## config.mk

```make
export PLATFORM = sky130hd
export DESIGN_NAME = serial_adder
export DESIGN_NICKNAME = d
export VERILOG_FILES = /design/src/rtl/serial_adder.sv
export SDC_FILE = /design/constraint.sdc
export NUM_CORES = 1
export LEC_CHECK = 0
export ABC_AREA = 1
export CAP_MARGIN = 20
export CORE_MARGIN = 2
export CORE_UTILIZATION = 50
export CTS_CLUSTER_DIAMETER = 120
export DETAILED_ROUTE_END_ITERATION = 8
export PLACE_DENSITY = 0.87
export SLEW_MARGIN = 20
export SYNTH_ARGS = -nofsm -noshare
export SYNTH_HDL_FRONTEND = slang
export SYNTH_SLANG_ARGS = --single-unit
```

## constraint.sdc

```tcl
create_clock -name clk -period 1.6 [get_ports clk]
set_input_delay 0.32 -clock clk [delete_from_list [all_inputs] [get_ports clk]]
set_output_delay 0.32 -clock clk [all_outputs]
set_load 0.01 [all_outputs]
```

## src/rtl/serial_adder.sv

```systemverilog
// Bit-serial adder/subtractor.
// Operands are consumed one bit per clock, LSB first, through a single
// full-adder cell whose carry lives in a register. A start/busy/done
// handshake frames each operation; results appear only at completion.
module serial_adder #(
   parameter int WIDTH = 8
) (
   input  logic             clk,
   input  logic             rst_n,
   input  logic             start,
   input  logic             sub,
   input  logic             cin,
   input  logic [WIDTH-1:0] a,
   input  logic [WIDTH-1:0] b,
   output logic             busy,
   output logic             done,
   output logic [WIDTH-1:0] sum,
   output logic             carry,
   output logic             overflow
);

   // Counter only needs to index WIDTH bit positions.
   localparam int CW = $clog2(WIDTH);
   localparam logic [CW-1:0] LAST_BIT   = CW'(WIDTH - 1);
   localparam logic [CW-1:0] MSB_IN_BIT = CW'(WIDTH - 2);

   typedef enum logic [1:0] {
      IDLE = 2'd0,
      RUN  = 2'd1,
      DONE = 2'd2
   } state_t;

   state_t state_reg, state_next;

   // Datapath registers
   logic [WIDTH-1:0] op_a_reg;      // shifted right as bits are consumed
   logic [WIDTH-1:0] op_b_reg;      // already conditioned for subtract
   logic             c_reg;         // running carry of the full-adder cell
   logic             c_msb_reg;     // carry going into the MSB position
   logic [WIDTH-1:0] shift_reg;     // partial result, filled from the MSB end
   logic [CW-1:0]    cnt_reg;       // index of the bit being processed

   // Output registers, updated only at completion
   logic [WIDTH-1:0] sum_reg;
   logic             carry_reg;
   logic             overflow_reg;

   // Combinational helpers
   logic [WIDTH-1:0] b_eff;
   logic             accept;
   logic             running;
   logic             last_bit;
   logic             s_bit;
   logic             c_next;

   // Subtraction is a + ~b + ~cin: invert B bit by bit when sub is set.
   genvar gi;
   generate
      for (gi = 0; gi < WIDTH; gi = gi + 1) begin : g_b_cond
         assign b_eff[gi] = b[gi] ^ sub;
      end
   endgenerate

   // A new operation may begin from IDLE or directly out of DONE.
   assign accept   = start && (state_reg != RUN);
   assign running  = (state_reg == RUN);
   assign last_bit = running && (cnt_reg == LAST_BIT);

   // The single full-adder cell working on bit 0 of the shifting operands.
   assign s_bit  = op_a_reg[0] ^ op_b_reg[0] ^ c_reg;
   assign c_next = (op_a_reg[0] & op_b_reg[0]) |
                   (op_a_reg[0] & c_reg)       |
                   (op_b_reg[0] & c_reg);

   // State register.
   always_ff @(posedge clk or negedge rst_n) begin
      if (!rst_n) begin
         state_reg <= IDLE;
      end else begin
         state_reg <= state_next;
      end
   end

   // Next-state logic: run for WIDTH cycles, pulse DONE, optionally chain.
   always_comb begin
      state_next = state_reg;
      case (state_reg)
         IDLE: begin
            if (start) begin
               state_next = RUN;
            end
         end
         RUN: begin
            if (cnt_reg == LAST_BIT) begin
               state_next = DONE;
            end
         end
         DONE: begin
            if (start) begin
               state_next = RUN;
            end else begin
               state_next = IDLE;
            end
         end
         default: begin
            state_next = IDLE;
         end
      endcase
   end

   // Operand latch on accept, then one bit of add/shift per RUN cycle.
   always_ff @(posedge clk or negedge rst_n) begin
      if (!rst_n) begin
         op_a_reg  <= '0;
         op_b_reg  <= '0;
         c_reg     <= 1'b0;
         c_msb_reg <= 1'b0;
         shift_reg <= '0;
         cnt_reg   <= '0;
      end else if (accept) begin
         op_a_reg  <= a;
         op_b_reg  <= b_eff;
         c_reg     <= cin ^ sub;
         c_msb_reg <= 1'b0;
         shift_reg <= '0;
         cnt_reg   <= '0;
      end else if (running) begin
         op_a_reg  <= op_a_reg >> 1;
         op_b_reg  <= op_b_reg >> 1;
         c_reg     <= c_next;
         shift_reg <= {s_bit, shift_reg[WIDTH-1:1]};
         cnt_reg   <= cnt_reg + CW'(1);
         if (cnt_reg == MSB_IN_BIT) begin
            c_msb_reg <= c_next;
         end
      end
   end

   // Publish the result only on the cycle that processes the MSB.
   always_ff @(posedge clk or negedge rst_n) begin
      if (!rst_n) begin
         sum_reg      <= '0;
         carry_reg    <= 1'b0;
         overflow_reg <= 1'b0;
      end else if (last_bit) begin
         sum_reg      <= {s_bit, shift_reg[WIDTH-1:1]};
         carry_reg    <= c_next;
         overflow_reg <= c_msb_reg ^ c_next;
      end
   end

   assign busy     = (state_reg == RUN);
   assign done     = (state_reg == DONE);
   assign sum      = sum_reg;
   assign carry    = carry_reg;
   assign overflow = overflow_reg;

endmodule
```

==> metrics.log, run 1 <==
[metrics] via count: 1548
[metrics] clk_lat worst skew: 0.35 ns
[metrics] synthesis warning total: 0
[metrics] Slew Limit Fails: 0
[metrics] Ant. Diodes: 0
[metrics] post-route minimum period: 1.51 ns
[metrics] Core Area: 3420 um^2
[metrics] worst-case hold slack: 0.440 ns
[metrics] TritonRoute pass-1 iters: 4
[metrics] global-route usage over all layers: 0.201
[metrics] Yosys cell types: 19
[metrics] number of global-route vias before repair: 1430
[metrics] wirelength, routed: 3.81 mm
[metrics] synthesized net count: 243
[metrics] RSZ-0062 raised after global routing: no
[metrics] kind of critical path: reg2out
[metrics] cell types occupying the most area after synthesis: sky130_fd_sc_hd__dfrtp_1, sky130_fd_sc_hd__nand2_1, sky130_fd_sc_hd__nand3_1
[metrics] Min-Delay Path Class: in2async
[metrics] count of fill cells added during filler insertion: 278
[metrics] total power: 3.86 mW
[metrics] Clk pin slew, worst setup/hold paths: 0.12 ns
[metrics] run status: complete, no violations
[metrics] endpoints failing setup: 0
[metrics] Total Neg Setup Slack: 0 ns
[metrics] Final #Nets: 285
[metrics] crit path cell chain: inv_1, nor2_2, clkdlybuf4s15_1
[metrics] PwrDens: 1630 nW/um^2
[metrics] max_slew headroom: 0.684
[metrics] maximum fanout along the worst path: 3
[metrics] area share of the largest cell type after synthesis: 0.547
[metrics] leakage power: 1.34 nW
[metrics] Max H-tree Level: 2
[metrics] worst clock skew on the final layout: 0.00731 ns
[metrics] synthesized instance count: 218
[metrics] number of antenna violations at the first check in global routing: 0
[metrics] main combinational cell family by area after synthesis: simple AND/OR/NAND/NOR gates
[metrics] GRT overflow: 0
[metrics] total die area: 4160 um^2
[metrics] pin slew with the least headroom to its limit: 0.474 ns
[metrics] fraction of the cycle the final worst path needs: 0.943
[metrics] number of CTS-inserted buffers: 5
[metrics] post-detailed-route count of antenna-violating nets: 0
[metrics] element type at the critical path end: output port
[metrics] mux contribution to synthesized area: 0
[metrics] crit path max-delay cell type: sky130_fd_sc_hd__dfrtp_1
[metrics] growth of design area from synthesis to finish: 29.2%
[metrics] wire length of the first global-routing pass: 6.29 mm
[metrics] crit start category: flip-flop
[metrics] Max stage delay on crit path: 0.40 ns
[metrics] largest net degree at the start of global routing: 22
[metrics] Clock Tree Buf Depth: 2
[metrics] routed length per placed instance: 12.4 um
[metrics] critical path required time: 1.28 ns
[metrics] Adder-Cell Fraction of Synth Area: 0.0314
[metrics] per-instance average area after synthesis: 8.40 um^2
[metrics] final hold violations: 0
[metrics] # rows: 21
[metrics] cell at the root of the clock tree: sky130_fd_sc_hd__clkbuf_4
[metrics] largest area contributor in the netlist: sky130_fd_sc_hd__dfrtp_1
[metrics] fraction of the mapped netlist area in compound gates: 0.0602
[metrics] DR iter-0 viols: 87
[metrics] xor-xnor portion of the synthesized cell area: 0.00957
[metrics] synthesized area: 1830 um^2
[metrics] Die Ht: 64.5 um
[metrics] fin util: 0.692
[metrics] number of storage elements in the synthesis netlist: 40
[metrics] setup slack of the critical path after layout: 0.0911 ns
[metrics] sequential-to-total area share from yosys stat: 0.547
[metrics] proportion of layout cells with a drive suffix above 1: 0.0996
[metrics] timing-limited maximum frequency: 663 MHz
[metrics] Post-Synth Simple-Gate Area: 0.271
[metrics] Initial Utilization: 0.536
[metrics] number of max-cap violations: 0
[metrics] count of buffers from port buffering: 32
[metrics] Vias per Instance: 5.04
[metrics] # DRC: 0
[metrics] commonest cells after routing, fill and taps aside: sky130_fd_sc_hd__nand2_1, sky130_fd_sc_hd__dfrtp_1, sky130_fd_sc_hd__nand3_1
[metrics] largest vdd supply drop: 836 uV
[metrics] number of ports placed on the die boundary: 33
[metrics] most common cell after layout, fill and taps aside: sky130_fd_sc_hd__nand2_1
[metrics] TritonCTS clock tree: built
[metrics] HPWL after detailed placement: 2.65 mm
[metrics] die outline width: 64.5 um
[metrics] Data arrival, critical path: 1.19 ns
[metrics] routability-driven placement congestion ratio: 0.789
[metrics] clk sink count: 40
[metrics] Setup WS pre-CTS: 0.109 ns
==> timing repair <==
action / CTS / global route
resized for setup: 2 / 14
endpoints found under the hold margin: 19 / 0
hold buffers: 1 / 0
setup endpoints to repair: 2 / 12
buffers inserted: 1 / 1
==> area by class of cell <==
type	instances	area, um^2	area share
multi-input combinational	144	683	0.289
clock buffer	6	41.3	0.0175
tap	46	57.6	0.0243
clock inverter	2	35.0	0.0148
timing repair buffer	44	453	0.192
inverter	25	93.8	0.0397
sequential	40	1000	0.423
==> synthesized netlist by cell type, drive strengths merged <==
cell,count
fa,1
o21ai,9
nand2,82
xor2,2
a21oi,1
nor2,2
buf,9
o22ai,9
dfrtp,40
ha,3
nand3,35
inv,25
==> layer usage <==
metal / wire (um) / share of wire / up-vias / global-route usage
met5: 0 / 0 / - / 0
met4: 50 / 0.013 / 0 / 0.0878
met3: 203 / 0.053 / 8 / 0.0694
met2: 1910 / 0.50 / 46 / 0.326
met1: 1650 / 0.43 / 718 / 0.244
li1: - / - / 776 / -
==> logic make-up (layout without fill, tap and decap cells) <==
logic type,after synthesis,count (layout)
buffers and inverters,34,77
XOR/XNOR,2,2
AND/OR/NAND/NOR,119,119
flip-flops,40,40
adder cells (fa/ha/maj),4,4
AO/OA/AOI/OAI,19,19
==> through the flow <==
step / cell area (um^2) / std cells
6_report: 2360 / 307
5_1_grt: 2360 / 307
4_1_cts: 2330 / 306
3_5_place_dp: 2240 / 296
3_3_place_gp: 2240 / 296
2_1_floorplan: 1830 / 218
==> critical path, delay by kind of cell (launching register included) <==
family | cells | cell delay (ns)
flip-flops | 1 | 0.40
buffers and inverters | 2 | 0.34
AND/OR/NAND/NOR | 1 | 0.11
==> path summary, 6_finish.rpt <==
check / startpoint / endpoint / slack [ns] / cells past startpoint
setup / recovery: state_reg[1]$_DFFE_PN0P_ / done / 0.09 / 3
hold / removal: rst_n / sum[1]$_DFFE_PN0P_ / 0.44 / 2
setup reg to reg: state_reg[0]$_DFFE_PN0P_ / carry$_DFFE_PN0P_ / 0.15 / 7
hold reg to reg: overflow$_DFFE_PN0P_ / overflow$_DFFE_PN0P_ / 0.49 / 2
max in group asynchronous: rst_n / carry$_DFFE_PN0P_ / 0.68 / 3
min in group clk: overflow$_DFFE_PN0P_ / overflow$_DFFE_PN0P_ / 0.49 / 2
==> power breakdown <==
part | switching, mW | internal [mW]
registers | 0.229 | 1.42
clock network | 0.322 | 0.328
logic | 0.843 | 0.714
Note: power is estimated with default switching activity, not from simulation.
==> inputs of run 2 (changes only) <==
--- a/config.mk
+++ b/config.mk
@@ -7,12 +7,13 @@
 export LEC_CHECK = 0
 export ABC_AREA = 1
 export CAP_MARGIN = 20
+export CORE_ASPECT_RATIO = 1.75
 export CORE_MARGIN = 2
 export CORE_UTILIZATION = 50
 export CTS_CLUSTER_DIAMETER = 120
 export DETAILED_ROUTE_END_ITERATION = 8
 export PLACE_DENSITY = 0.87
-export SLEW_MARGIN = 20
+export SLEW_MARGIN = 5
 export SYNTH_ARGS = -nofsm -noshare
 export SYNTH_HDL_FRONTEND = slang
 export SYNTH_SLANG_ARGS = --single-unit
==> metrics.log, run 2 (same netlist as run 1, synthesis figures left out) <==
[metrics] largest net degree at the start of global routing: 23 (+4.5%)
[metrics] Net Sw Power: 1.39 mW (-0.28%)
[metrics] count of fill cells added during filler insertion: 311 (+12%)
[metrics] TritonCTS clock tree: built
[metrics] kind of cell adding the most delay to the critical path: buffers and inverters
[metrics] GRT overflow: 0 (unchanged)
[metrics] DR iter-0 viols: 22 (-75%)
[metrics] Data arrival, critical path: 1.21 ns (+0.02 ns)
[metrics] critical path required time: 1.28 ns (about the same)
[metrics] crit start category: flip-flop
[metrics] number of max-cap violations: 0 (unchanged)
[metrics] Comb power frac: 0.406 (+0.003)
[metrics] final hold violations: 0 (unchanged)
[metrics] Ant. Diodes: 0 (unchanged)
[metrics] Clk pin slew, worst setup/hold paths: 0.07 ns (-0.05 ns)
[metrics] growth of design area from synthesis to finish: 27.6%
[metrics] Clock Tree Buf Depth: 2 (unchanged)
[metrics] endpoints failing setup: 0 (unchanged)
[metrics] Total Neg Setup Slack: 0 ns (unchanged)
[metrics] PwrDens: 1650 nW/um^2 (+0.96%)
[metrics] total power: 3.85 mW (-0.27%)
[metrics] Max H-tree Level: 2 (unchanged)
[metrics] Core Area: 3560 um^2 (+4.1%)
[metrics] clk_lat worst skew: 0.29 ns (-0.06 ns)
[metrics] leakage power: 1.21 nW (-9.1%)
[metrics] Min-Delay Path Class: reg2reg
[metrics] final design area excluding fillers: 2340 um^2 (-1.2%)
[metrics] count of buffers from port buffering: 32 (unchanged)
[metrics] number of CTS-inserted buffers: 5 (unchanged)
[metrics] max_slew headroom: 0.689 (+0.00533)
[metrics] # DRC: 0 (unchanged)
[metrics] element type at the critical path end: output port
[metrics] Critical R2R Launch: cnt_reg[1]$_DFFE_PN0P_
[metrics] commonest cells after routing, fill and taps aside: sky130_fd_sc_hd__nand2_1, sky130_fd_sc_hd__dfrtp_1, sky130_fd_sc_hd__nand3_1
[metrics] clk sink count: 40 (unchanged)
[metrics] most common cell after layout, fill and taps aside: sky130_fd_sc_hd__nand2_1
[metrics] number of ports placed on the die boundary: 33 (unchanged)
[metrics] Initial Utilization: 0.515 (-0.0211)
[metrics] wire length of the first global-routing pass: 6.63 mm (+5.4%)
[metrics] switching share of power: 0.361 (about the same)
[metrics] Die Ht: 84.0 um (+30%)
[metrics] post-route minimum period: 1.53 ns (+0.0171 ns)
[metrics] Vias per Instance: 5.13 (+1.8%)
[metrics] # rows: 29 (+38%)
[metrics] RSZ-0062 raised after global routing: no
[metrics] routed length per placed instance: 12.2 um (-1.3%)
[metrics] HPWL after detailed placement: 2.89 mm (+9.3%)
[metrics] wirelength, routed: 3.76 mm (-1.3%)
[metrics] routability-driven placement congestion ratio: 0.753 (-4.5%)
[metrics] hold_sp: op_a_reg[7]$_DFFE_PN0P_
[metrics] number of global-route vias before repair: 1583 (+11%)
[metrics] total die area: 4180 um^2 (+0.46%)
[metrics] global-route usage over all layers: 0.209 (+0.00819)
[metrics] CP Launch Point: sum[7]$_DFFE_PN0P_
[metrics] maximum fanout along the worst path: 2 (-1)
[metrics] fraction of the cycle the final worst path needs: 0.954 (+0.0107)
[metrics] post-detailed-route count of antenna-violating nets: 0 (unchanged)
[metrics] via count: 1576 (+1.8%)
[metrics] share of total power in the clock network: 0.161 (-0.007)
[metrics] kind of critical path: reg2out
[metrics] number of antenna violations at the first check in global routing: 0 (unchanged)
[metrics] proportion of layout cells with a drive suffix above 1: 0.0920 (-0.00766)
[metrics] sequential fraction of design power: 0.433 (+0.005)
[metrics] worst clock skew on the final layout: 0.00261 ns (-0.00470 ns)
[metrics] TritonRoute pass-1 iters: 5 (+1)
[metrics] Max stage delay on crit path: 0.55 ns (+0.15 ns)
[metrics] Final #Nets: 286 (+0.35%)
[metrics] Internal Pwr Total: 2.46 mW (-0.27%)
[metrics] largest vdd supply drop: 1280 uV (+53%)
[metrics] run status: complete, no violations
[metrics] timing-limited maximum frequency: 655 MHz (-1.1%)
[metrics] crit path cell chain: clkdlybuf4s50_1
[metrics] cell at the root of the clock tree: sky130_fd_sc_hd__clkbuf_8
[metrics] die outline width: 49.7 um (-23%)
[metrics] Buf+Inv Stages, Crit Path: 1 (-1)
[metrics] Slew Limit Fails: 0 (unchanged)
[metrics] pin slew with the least headroom to its limit: 0.466 ns (-0.00800 ns)
[metrics] total placed instance area: 2240 um^2 (-0.22%)
[metrics] crit path max-delay cell type: sky130_fd_sc_hd__clkdlybuf4s50_1
==> run 2: cell types whose count changed in the layout (fill, tap and decap cells not counted), moves of 2 or more <==
cell                              delta
sky130_fd_sc_hd__clkdlybuf4s50_1    +10
sky130_fd_sc_hd__dlymetal6s2s_1     -10
sky130_fd_sc_hd__clkbuf_4            -5
sky130_fd_sc_hd__clkbuf_8            +5
sky130_fd_sc_hd__buf_4               +2
sky130_fd_sc_hd__dlygate4sd2_1       +2
==> run 2: power by group through the flow <==
stage                     sequential, mW  combinational (mW)  clock (mW)
after detailed placement            1.68                1.56           0
final                               1.67                1.56       0.620
after global placement              1.65                1.49           0
after global routing                1.71                1.75       0.688
after CTS                           1.66                1.58       0.634
after floorplan                     1.69               0.909           0
==> run 2: what timing repair did <==
| action | CTS | global route |
|---|---|---|
| buffers inserted | 2 | 0 |
| endpoints found under the setup margin | 2 | 0 |
| endpoints found under the hold margin | 18 | 0 |
| resized for setup | 2 | 0 |
| hold buffers | 1 | 0 |
==> run 2: path summary, 6_finish.rpt <==
kind,cells past startpoint,to,slack (ns)
setup / recovery,1,sum[7],0.07
hold / removal,2,op_a_reg[7]$_DFFE_PN0P_,0.48
setup reg to reg,6,overflow$_DFFE_PN0P_,0.17
hold reg to reg,2,op_a_reg[7]$_DFFE_PN0P_,0.48
max in group asynchronous,3,op_a_reg[4]$_DFFE_PN0P_,0.63
min in group asynchronous,2,shift_reg[2]$_DFFE_PN0P_,0.50
==> run 2: through the flow <==
step / worst slack, ns / hold slack [ns] / cells / utilization
finish: 0.0740 / 0.482 / 307 / 0.657
global route: 0.0161 / 0.519 / 307 / 0.657
CTS: 0.0528 / 0.490 / 307 / 0.657
detailed placement: 0.130 / 0.297 / 297 / 0.629
global placement: 0.143 / 0.289 / 297 / 0.629
floorplan: 0.363 / 0.0244 / 218 / -
==> run 2: tightest hold or removal path, cell delays in order (launching register included) <==
cell and delay [ns]:
sky130_fd_sc_hd__dfrtp_1 0.35, sky130_fd_sc_hd__nand2_1 0.05, sky130_fd_sc_hd__nand2_1 0.05
==> run 2: cell type report <==
cell class                 instances  area, um^2  area share
timing repair buffer              45         425       0.182
multi-input combinational        144         681       0.291
clock inverter                     1        5.00     0.00214
inverter                          25        93.8      0.0402
tap                               46        57.6      0.0246
sequential                        40        1000       0.428
clock buffer                       6        72.6      0.0311
==> run 2: per-layer routing <==
metal / global-route usage / share of wire
met5: 0 / 0
met4: 0.124 / 0.033
met3: 0.0430 / 0.044
met2: 0.368 / 0.56
met1: 0.221 / 0.36
==> edit, RTL diff (settings of run 1) <==
Encoding of `state_t`: now one-hot (3 bits for 3 states).
--- a/src/rtl/serial_adder.sv
+++ b/src/rtl/serial_adder.sv
@@ -26,6 +26,6 @@
 
-   typedef enum logic [1:0] {
-      IDLE = 2'd0,
-      RUN  = 2'd1,
-      DONE = 2'd2
+   typedef enum logic [2:0] {
+      IDLE = 3'b001,
+      RUN  = 3'b010,
+      DONE = 3'b100
    } state_t;
Function: same outputs for any inputs over 10 cycles, from zero or initial values and one cycle with rst_n low; not proved beyond that.
==> edit against run 1 <==
  * Sequential cell count is 1 higher
  * Power is 19% lower
  * Synthesized cell count is 4.1% lower
  * Area after synthesis is 5.5% higher
  * Final area is 3.0% higher
  * Worst setup slack worse by 0.011 ns
  * First-iteration DRC count is 20% lower
  * Combinational power is 38% lower
  * Count of clock-buffer cells in the layout is 1 higher
  * Clock skew is 0.0013 ns lower
  * Via count is 0.90% lower
  * Clock power is 11% higher
  * Routed wire length is 0.42% lower
  * Cell count is 3.3% lower
  * Largest power group unchanged
==> edit: results (changes against run 1) <==
Parameter                              Value

Timing
  Worst-case headroom to the max-slew limit    72.0% (+3.6 points)
  Final worst clock skew    0.00597 ns (-0.00133 ns)

Hold path
  Worst min-delay path endpoint    sum[1]
  Tightest Hold Check Type    flip-flop to flip-flop

Worst setup path
  Largest stage delay on the critical path    0.55 ns (+0.15 ns)
  Reg2Reg Capture Point    shift_reg[1]
  Destination of the critical timing path    busy
  Reg2Reg Launch Point    state_reg[0]
  Timing startpoint of the critical path    state_reg[0]
  Setup slack of the most critical reg-to-reg path    0.13 ns (-0.02 ns)
  Master of the slowest instance on the critical path    dfstp_2

Logic synthesis
  Post-synthesis instance total    209 (-4.1%)
  Mapped Nets    234 (-3.7%)
  Share of the synthesized area in compound gates (AO/OA/AOI/OAI)    5.89% (-0.12 points)
  Post-synthesis sequential area ratio    53.2% (-1.5 points)
  Synthesized-area fraction occupied by adder cells    2.98% (-0.16 points)
  Ranking of synthesized cells by area    dfrtp_1 (52%), nand3_1 (13%), nand2_1 (8.4%)
  Post-synthesis xor/xnor area fraction    4.53% (+3.6 points)
  Count of cell types in the netlist    26 (+7)
  Commonest cells in the netlist    nand3_1 (52), nand2_1 (43), dfrtp_1 (40)

Global routing
  Overall global routing resource usage    19.1% (-0.98 points)
  Met2 track demand over resource    31.1% (-1.4 points)
  Number of global-route vias before repair    1427 (-0.21%)
  Met3 routing resource usage after global routing    3.92% (-3.0 points)
  GR Util met1    24.7% (+0.33 points)
  Pin count of the biggest net entering global routing    32 (+45%)
  First-pass GRT wire length    6400 um (+1.8%)

Route
  Count of routing violations after the opening detailed-route iteration    70 (-20%)
  Avg Vias per Cell    5.16 (+2.4%)
  Detailed-routed wire length on met3    126 um (-38%)
  Total number of vias    1534 (-0.90%)
  Drt wl/cell    12.8 um (+2.9%)
  Sum of met2 wire segment lengths after detailed routing    1900 um (-0.16%)
  Post-Route M1 WL    1690 um (+2.6%)

Clocking
  Reg clk slew, reported paths    0.07 ns (-0.05 ns)
  Clock latency of the later-clocked register in the worst-skew pair    0.29 ns (-0.06 ns)
  Root Buffer Master    clkbuf_8
  Post-CTS sizing    5 (+3)

Placement
  Placed cells    286 (-3.4%)

Status
  Outcome    complete, no violations

Layout
  Share of cells above drive strength 1    12.0% (+2.1 points)
  Nets    273 (-4.2%)
  Filler cell count in the final layout    286 (+2.9%)

Power
  Clock power frac    22.9% (+6.1 points)
  Internal power    2.08 mW (-16%)
  Power, Total    3.14 mW (-19%)
  P_seq    1.45 mW (-12%)
  Standby leakage power    1.14 nW (-15%)
==> edit: cell count changes in the layout (fill, tap and decap cells not counted), moves of 5 or more <==
cell	run 1	this run
nand2_1	81	43
nand3_1	35	52
inv_1	23	12
clkdlybuf4s50_1	19	29
dlymetal6s2s_1	10	0
clkbuf_8	0	7
xor2_1	2	8
clkbuf_4	5	0
==> edit: cell type report <==
class / count / share of cell area (%)
Sequential cell: 41 / 42.2
Multi-Input combinational cell: 140 / 31.1
Clock inverter: 1 / 0.205
Timing Repair Buffer: 44 / 17.6
Tap cell: 48 / 2.47
Clock buffer: 7 / 3.95
Inverter: 16 / 2.57
==> edit: stage by stage <==
stage / area, um2 / hold WS [ns] / worst slack (ns)
floorplan: 1930 / 0.0244 / 0.246
global placement: 2310 / 0.273 / 0.0542
detailed placement: 2310 / 0.274 / 0.0478
CTS: 2430 / 0.494 / 0.00442
global route: 2440 / 0.518 / 0.0249
finish: 2440 / 0.489 / 0.0801
